**src/rtl/shift_scheduler_pkg.sv**
```systemverilog
// shift_scheduler_pkg: shared shifter geometry, response tag type and sticky helper
package shift_scheduler_pkg;
  localparam int SH_STAGES = 4;
  localparam int DATA_W = 32;
  localparam int SHIFT_W = 5;
  typedef struct packed {
    logic valid;
    logic id;
    logic zero;
    logic sticky;
  } tag_t;
  function automatic logic sticky_of(input logic [DATA_W-1:0] d, input logic [SHIFT_W-1:0] s, input logic big);
    return big ? |d : |(d & ((DATA_W'(1) << s) - DATA_W'(1)));
  endfunction
endpackage

```
**src/rtl/shift_scheduler_if.sv**
```systemverilog
// shift_scheduler_if: two requesters (valid/ready/data/amt) and their shared response bus (rspN_valid, rsp_data, rsp_sticky)
interface shift_scheduler_if #(parameter int AMT_W = 8);
  import shift_scheduler_pkg::*;
  logic req0_valid, req1_valid, req0_ready, req1_ready;
  logic [DATA_W-1:0] req0_data, req1_data;
  logic [AMT_W-1:0] req0_amt, req1_amt;
  logic rsp0_valid, rsp1_valid;
  logic [DATA_W-1:0] rsp_data;
  logic rsp_sticky;
  modport master (
    output req0_valid, req1_valid, req0_data, req1_data, req0_amt, req1_amt,
    input req0_ready, req1_ready, rsp0_valid, rsp1_valid, rsp_data, rsp_sticky
  );
  modport slave (
    input req0_valid, req1_valid, req0_data, req1_data, req0_amt, req1_amt,
    output req0_ready, req1_ready, rsp0_valid, rsp1_valid, rsp_data, rsp_sticky
  );
endinterface

```
**src/rtl/shift_tag_pipe.sv**
```systemverilog
// shift_tag_pipe: DEPTH-stage {valid,id,zero,sticky} delay line; clk, reset (async high), din in, dout out
module shift_tag_pipe import shift_scheduler_pkg::*; #(
  parameter int DEPTH = 5
) (
  input  logic clk,
  input  logic reset,
  input  tag_t din,
  output tag_t dout
);
  tag_t st [DEPTH];
  always_ff @(posedge clk or posedge reset)
    if (reset) begin
      for (int i = 0; i < DEPTH; i++) st[i] <= '0;
    end else begin
      st[0] <= din;
      for (int i = 1; i < DEPTH; i++) st[i] <= st[i-1];
    end
  assign dout = st[DEPTH-1];
endmodule

```
**src/rtl/shift_scheduler.sv**
```systemverilog
// shift_scheduler: round-robin two-requester front end for an external pipelined right shifter; clk, reset (async high), bus (slave), sh_x/sh_s to shifter, sh_cout from shifter, inflight count
module shift_scheduler #(
  parameter int SH_STAGES = shift_scheduler_pkg::SH_STAGES,
  parameter int AMT_W = 8
) (
  input  logic clk,
  input  logic reset,
  shift_scheduler_if.slave bus,
  output logic [shift_scheduler_pkg::DATA_W-1:0] sh_x,
  output logic [shift_scheduler_pkg::SHIFT_W-1:0] sh_s,
  input  logic [shift_scheduler_pkg::DATA_W-1:0] sh_cout,
  output logic [2:0] inflight
);
  import shift_scheduler_pkg::*;
  logic ptr, g0, g1, acc, big;
  logic [DATA_W-1:0] d;
  logic [AMT_W-1:0] a;
  tag_t tag_in, tag_out;
  always_comb begin
    g1 = !reset && bus.req1_valid && (!bus.req0_valid || ptr);
    g0 = !reset && bus.req0_valid && !g1;
    acc = g0 || g1;
    d = g1 ? bus.req1_data : bus.req0_data;
    a = g1 ? bus.req1_amt : bus.req0_amt;
    big = 32'(a) >= 32;
    tag_in = '{valid: acc, id: g1, zero: big, sticky: sticky_of(d, a[SHIFT_W-1:0], big)};
  end
  assign bus.req0_ready = g0;
  assign bus.req1_ready = g1;
  // tag is captured on the same edge as sh_x, so SH_STAGES+1 stages line it up with sh_cout
  shift_tag_pipe #(.DEPTH(SH_STAGES + 1)) u_tags (
    .clk(clk),
    .reset(reset),
    .din(tag_in),
    .dout(tag_out)
  );
  always_ff @(posedge clk or posedge reset)
    if (reset) begin
      ptr <= 1'b0;
      sh_x <= '0;
      sh_s <= '0;
      inflight <= '0;
      bus.rsp0_valid <= 1'b0;
      bus.rsp1_valid <= 1'b0;
      bus.rsp_data <= '0;
      bus.rsp_sticky <= 1'b0;
    end else begin
      if (acc) begin
        ptr <= g0;
        sh_x <= big ? '0 : d;
        sh_s <= a[SHIFT_W-1:0];
      end
      bus.rsp0_valid <= tag_out.valid && !tag_out.id;
      bus.rsp1_valid <= tag_out.valid && tag_out.id;
      if (tag_out.valid) begin
        bus.rsp_data <= tag_out.zero ? '0 : sh_cout;
        bus.rsp_sticky <= tag_out.sticky;
      end
      inflight <= inflight + 3'(acc) - 3'(bus.rsp0_valid || bus.rsp1_valid);
    end
endmodule

```
**src/flat_wrapper.sv**
```systemverilog
// flat-port wrapper written by rule: the top's interface ports become plain ports
module shift_scheduler_flat import shift_scheduler_pkg::*;
#(
  parameter int SH_STAGES = shift_scheduler_pkg::SH_STAGES,
  parameter int AMT_W = 8
)
  (clk, reset, sh_x, sh_s, sh_cout, inflight, bus_req0_valid, bus_req1_valid, bus_req0_data, bus_req1_data, bus_req0_amt, bus_req1_amt, bus_req0_ready, bus_req1_ready, bus_rsp0_valid, bus_rsp1_valid, bus_rsp_data, bus_rsp_sticky);
  shift_scheduler_if #(.AMT_W(AMT_W)) bus_i ();
  input  logic clk;
  input  logic reset;
  output logic [shift_scheduler_pkg::DATA_W-1:0] sh_x;
  output logic [shift_scheduler_pkg::SHIFT_W-1:0] sh_s;
  input  logic [shift_scheduler_pkg::DATA_W-1:0] sh_cout;
  output logic [2:0] inflight;
  input wire logic [$bits(bus_i.req0_valid)-1:0] bus_req0_valid;
  input wire logic [$bits(bus_i.req1_valid)-1:0] bus_req1_valid;
  input wire logic [$bits(bus_i.req0_data)-1:0] bus_req0_data;
  input wire logic [$bits(bus_i.req1_data)-1:0] bus_req1_data;
  input wire logic [$bits(bus_i.req0_amt)-1:0] bus_req0_amt;
  input wire logic [$bits(bus_i.req1_amt)-1:0] bus_req1_amt;
  output wire logic [$bits(bus_i.req0_ready)-1:0] bus_req0_ready;
  output wire logic [$bits(bus_i.req1_ready)-1:0] bus_req1_ready;
  output wire logic [$bits(bus_i.rsp0_valid)-1:0] bus_rsp0_valid;
  output wire logic [$bits(bus_i.rsp1_valid)-1:0] bus_rsp1_valid;
  output wire logic [$bits(bus_i.rsp_data)-1:0] bus_rsp_data;
  output wire logic [$bits(bus_i.rsp_sticky)-1:0] bus_rsp_sticky;
  assign bus_i.req0_valid = bus_req0_valid;
  assign bus_i.req1_valid = bus_req1_valid;
  assign bus_i.req0_data = bus_req0_data;
  assign bus_i.req1_data = bus_req1_data;
  assign bus_i.req0_amt = bus_req0_amt;
  assign bus_i.req1_amt = bus_req1_amt;
  assign bus_req0_ready = bus_i.req0_ready;
  assign bus_req1_ready = bus_i.req1_ready;
  assign bus_rsp0_valid = bus_i.rsp0_valid;
  assign bus_rsp1_valid = bus_i.rsp1_valid;
  assign bus_rsp_data = bus_i.rsp_data;
  assign bus_rsp_sticky = bus_i.rsp_sticky;
  shift_scheduler #(.SH_STAGES(SH_STAGES), .AMT_W(AMT_W)) u_core (.clk(clk), .reset(reset), .bus(bus_i), .sh_x(sh_x), .sh_s(sh_s), .sh_cout(sh_cout), .inflight(inflight));
endmodule
```
**config.mk**
```make
export PLATFORM = sky130hd
export DESIGN_NAME = shift_scheduler_flat
export DESIGN_NICKNAME = d
export VERILOG_FILES = /design/src/rtl/shift_scheduler_pkg.sv /design/src/rtl/shift_scheduler_if.sv /design/src/rtl/shift_tag_pipe.sv /design/src/rtl/shift_scheduler.sv /design/src/flat_wrapper.sv
export SDC_FILE = /design/constraint.sdc
export NUM_CORES = 1
export LEC_CHECK = 0
export CAP_MARGIN = 20
export CELL_PAD_IN_SITES_DETAIL_PLACEMENT = 1
export CELL_PAD_IN_SITES_GLOBAL_PLACEMENT = 1
export CORE_MARGIN = 8
export CORE_UTILIZATION = 30
export CTS_CLUSTER_DIAMETER = 120
export CTS_CLUSTER_SIZE = 8
export DETAILED_ROUTE_END_ITERATION = 10
export PLACE_DENSITY_LB_ADDON = 0.1
export SLEW_MARGIN = 20
export SYNTH_ARGS = -nofsm -noshare
export SYNTH_HDL_FRONTEND = slang
export SYNTH_SLANG_ARGS = --single-unit
```
**constraint.sdc**
```tcl
create_clock -name clk -period 4.3 [get_ports clk]
set_input_delay 1.075 -clock clk [delete_from_list [all_inputs] [get_ports clk]]
set_output_delay 1.075 -clock clk [all_outputs]
set_load 0.05 [all_outputs]
```
==> impl_metrics.ini <==
[pwr]
clkPwrFrac_pct = 29.6
p_sw_share_pct = 34.30
vdd_drop_max_mv = 0.2059
p_leak_nw = 3.435
internal_power_mw = 1.741
power_switching_mw = 0.9089
power.density_nw_per_um2 = 325.5
combinationalPowerShare_pct = 32.5
pwr-share-seq_pct = 37.9

[floorplanning]
rows = 48
core_um2 = 17300
initial_core_util_pct = 30.62
ios = 193
die-area_um2 = 22160
die_w_um = 148.9
die_y_um = 148.9

[worst_setup_path]
reg2regPathDepth = 10
path_max_fanout = 4
r2r-start = u_core.ptr
path_buf_inv = 1
start_kind = input pin
reg2reg_slack_ps = 970
cp.required_ps = 4510
path_delay_family = simple AND/OR/NAND/NOR gates
r2r_end = u_core.u_tags.st[16]
slowest_delay_ps = 540
worstSetupEndpointType = flip-flop
cpMaxStageDelayCell = or4_1
cpMostUsedCell = or4_1
cp.depth = 10
crit_type = in2reg
cp_data_arrival_time_ps = 4350
worstPathCellList = clkdlybuf4s50_1, or3_1, mux2_2, or2_2, ha_1, o311a_1, or4_1, or4_1, nor4_1, a21oi_1

[sta]
fmax_mhz = 241.5
setup_ws_ps = 159.5
setup-violations-final = 0
rsz0062_at_grt = false
tns_ps = 0
finalCritPeriodShare_pct = 96.29
final_max_slew_viol_count = 0
tightest_slew_ps = 818.1
skew_ps = 5.974
period_minus_slack_ps = 4141
max_slew_margin_pct = 45.46
hold_viol = 0

[synthesis]
syn_inst = 590
synth_nets = 710
ys_ff_latch = 96
async_flop_share_pct = 100.0
synthFlopType = dfrtp_1
synth-seq-area-share_pct = 45.36
synth.distinct_cells = 62
synth_area_per_cell_um2 = 8.977
synth_edf_count = 0
ys_warn_count = 0
syn_area_um2 = 5296

[clock_tree]
cts_buffers = 9
holdBufCountCts = 0
cts-htree-levels = 3
cts_sinks = 96
cts_setup_buffers = 0
clockBufferDepth = 2
cts_tree = yes
clkTransAtPathRegs_ps = 70
cts-root-buf = clkbuf_16
clkLatencyLatePin_ps = 340
cts_resized = 0

[hold_path]
min_to = u_core.u_tags.dout[0]
hold_depth = 0
min_path_type = reg2reg
min_from = u_core.u_tags.st[4]

[drt]
drt_iter0_markers = 258
num_vias = 5480
routed_wl_mm = 23.43
wl_per_cell_um = 22.46
avgViaCountPerCell = 5.254
drtAntennaViolNets = 0
drt-pass1-iter-count = 6
drc = 0

[job]
maxCapViolCount = 0

[cells_and_area]
stdcell_count = 1043
drive_above_1_share_pct = 12.47
syn_to_final_growth_pct = 53.70
seq_area_um2 = 2402
final_design_area_no_fill_um2 = 8140
diodes = 0
n_fill_cell = 2034
multi_input_area_um2 = 2581
layout_commonest_cell = clkdlybuf4s50_1
nets = 933
layout.cells.most_common_list = clkdlybuf4s50_1, dfrtp_1, nand2_1

[global_routing]
grt_usage_pct = 21.27
grt_pass1_vias = 6076
grt_max_degree = 73
antenna_found_initial = 0
overflow = 0
grt_pass1_wl_mm = 36.47

[placement]
dp_hpwl_mm = 18.80
dp.cells = 1027
dpl_cell_area_um2 = 7845
dp_slack_ps = -177.6
io_buffers = 192
globalplace.congestion = 0.9132

[outcome]
outcome = finished clean
## metrics by stage
stage / utilization [%] / hold slack (ps) / total power [mW]
2_1_floorplan: - / 331.2 / 1.482
6_report: 47.06 / 346.1 / 2.650
5_1_grt: 47.06 / 353.8 / 2.779
3_5_place_dp: 45.36 / 336.2 / 1.892
3_3_place_gp: 45.36 / 332.1 / 1.876
4_1_cts: 47.03 / 350.7 / 2.693
## worst max-delay path by stage
stage / from / end
global route: bus_req1_amt[2] / u_core.u_tags.st[16]
CTS: bus_req1_amt[2] / u_core.u_tags.st[16]
global placement: bus_req1_amt[2] / u_core.u_tags.st[16]
finish: bus_req1_amt[2] / u_core.u_tags.st[16]
detailed placement: bus_req1_amt[2] / u_core.u_tags.st[16]
floorplan: reset / u_core.u_tags.st[16]
## Yosys cell counts (4+ instances only)
cell type | number | area, um^2
mux2i_1 | 36 | 360.4
a21oi_1 | 20 | 100.1
nand2_1 | 95 | 356.6
nor2b_1 | 5 | 31.28
o2111ai_1 | 4 | 35.03
xnor2_1 | 4 | 35.03
o21ai_0 | 54 | 270.3
nor3_1 | 14 | 70.07
clkbuf_1 | 31 | 116.4
nor2_1 | 17 | 63.81
or4_1 | 9 | 67.56
dfrtp_1 | 96 | 2402
a211oi_1 | 6 | 45.04
nand4_1 | 6 | 37.54
o31ai_1 | 34 | 255.2
o22ai_1 | 4 | 25.02
inv_1 | 42 | 157.7
buf_4 | 4 | 30.03
nand3_1 | 8 | 40.04
a31oi_1 | 5 | 31.28
nor3b_1 | 4 | 30.03
mux2_2 | 5 | 56.30
buf_2 | 6 | 30.03
or3_1 | 4 | 25.02
a221oi_1 | 6 | 52.55
nor4_1 | 12 | 75.07
nand2b_1 | 4 | 25.02
## power by group through the flow
stage	Sequential (mW)	Combinational [mW]	Clock, mW
after floorplan	1.20	0.279	0
after global placement	1.02	0.857	0
after detailed placement	1.02	0.868	0
after CTS	1.01	0.871	0.815
after global routing	1.01	0.922	0.843
final	1.00	0.861	0.784
## layer usage
layer | track usage, % | vias up | share of wire, %
met5 | 0 | - | 0
met1 | 25.54 | 2731 | 42
met4 | 7.420 | 0 | 2.4
li1 | - | 2558 | -
met3 | 3.671 | 31 | 4.8
met2 | 37.59 | 160 | 51
## area by class of cell
type,count,area share (%)
Multi-Input combinational cell,409,31.71
Timing Repair Buffer,254,29.73
Sequential cell,96,29.51
Tap cell,225,3.458
Clock buffer,11,3.105
Inverter,43,2.029
Clock inverter,5,0.4611
## flip-flops by register name, indices dropped and copies added (netlist names)
register               flops
u_core.bus.rsp_data       32
u_core.ptr                 1
u_core.u_tags.st          16
u_core.bus.rsp1_valid      1
u_core.bus.rsp0_valid      1
u_core.sh_x               32
u_core.inflight            3
u_core.sh_s                5
u_core.bus.rsp_sticky      1
u_core.u_tags.dout         4
## kinds of logic after synthesis
| logic type | synth area share, % |
|---|---|
| mux | 8.292 |
| buf+inv | 6.591 |
| compound gates | 19.96 |
| simple gates | 18.05 |
| flops | 45.36 |
| fa+ha+maj | 1.087 |
| xor+xnor | 0.6614 |
(Power assumes the default switching activity.)
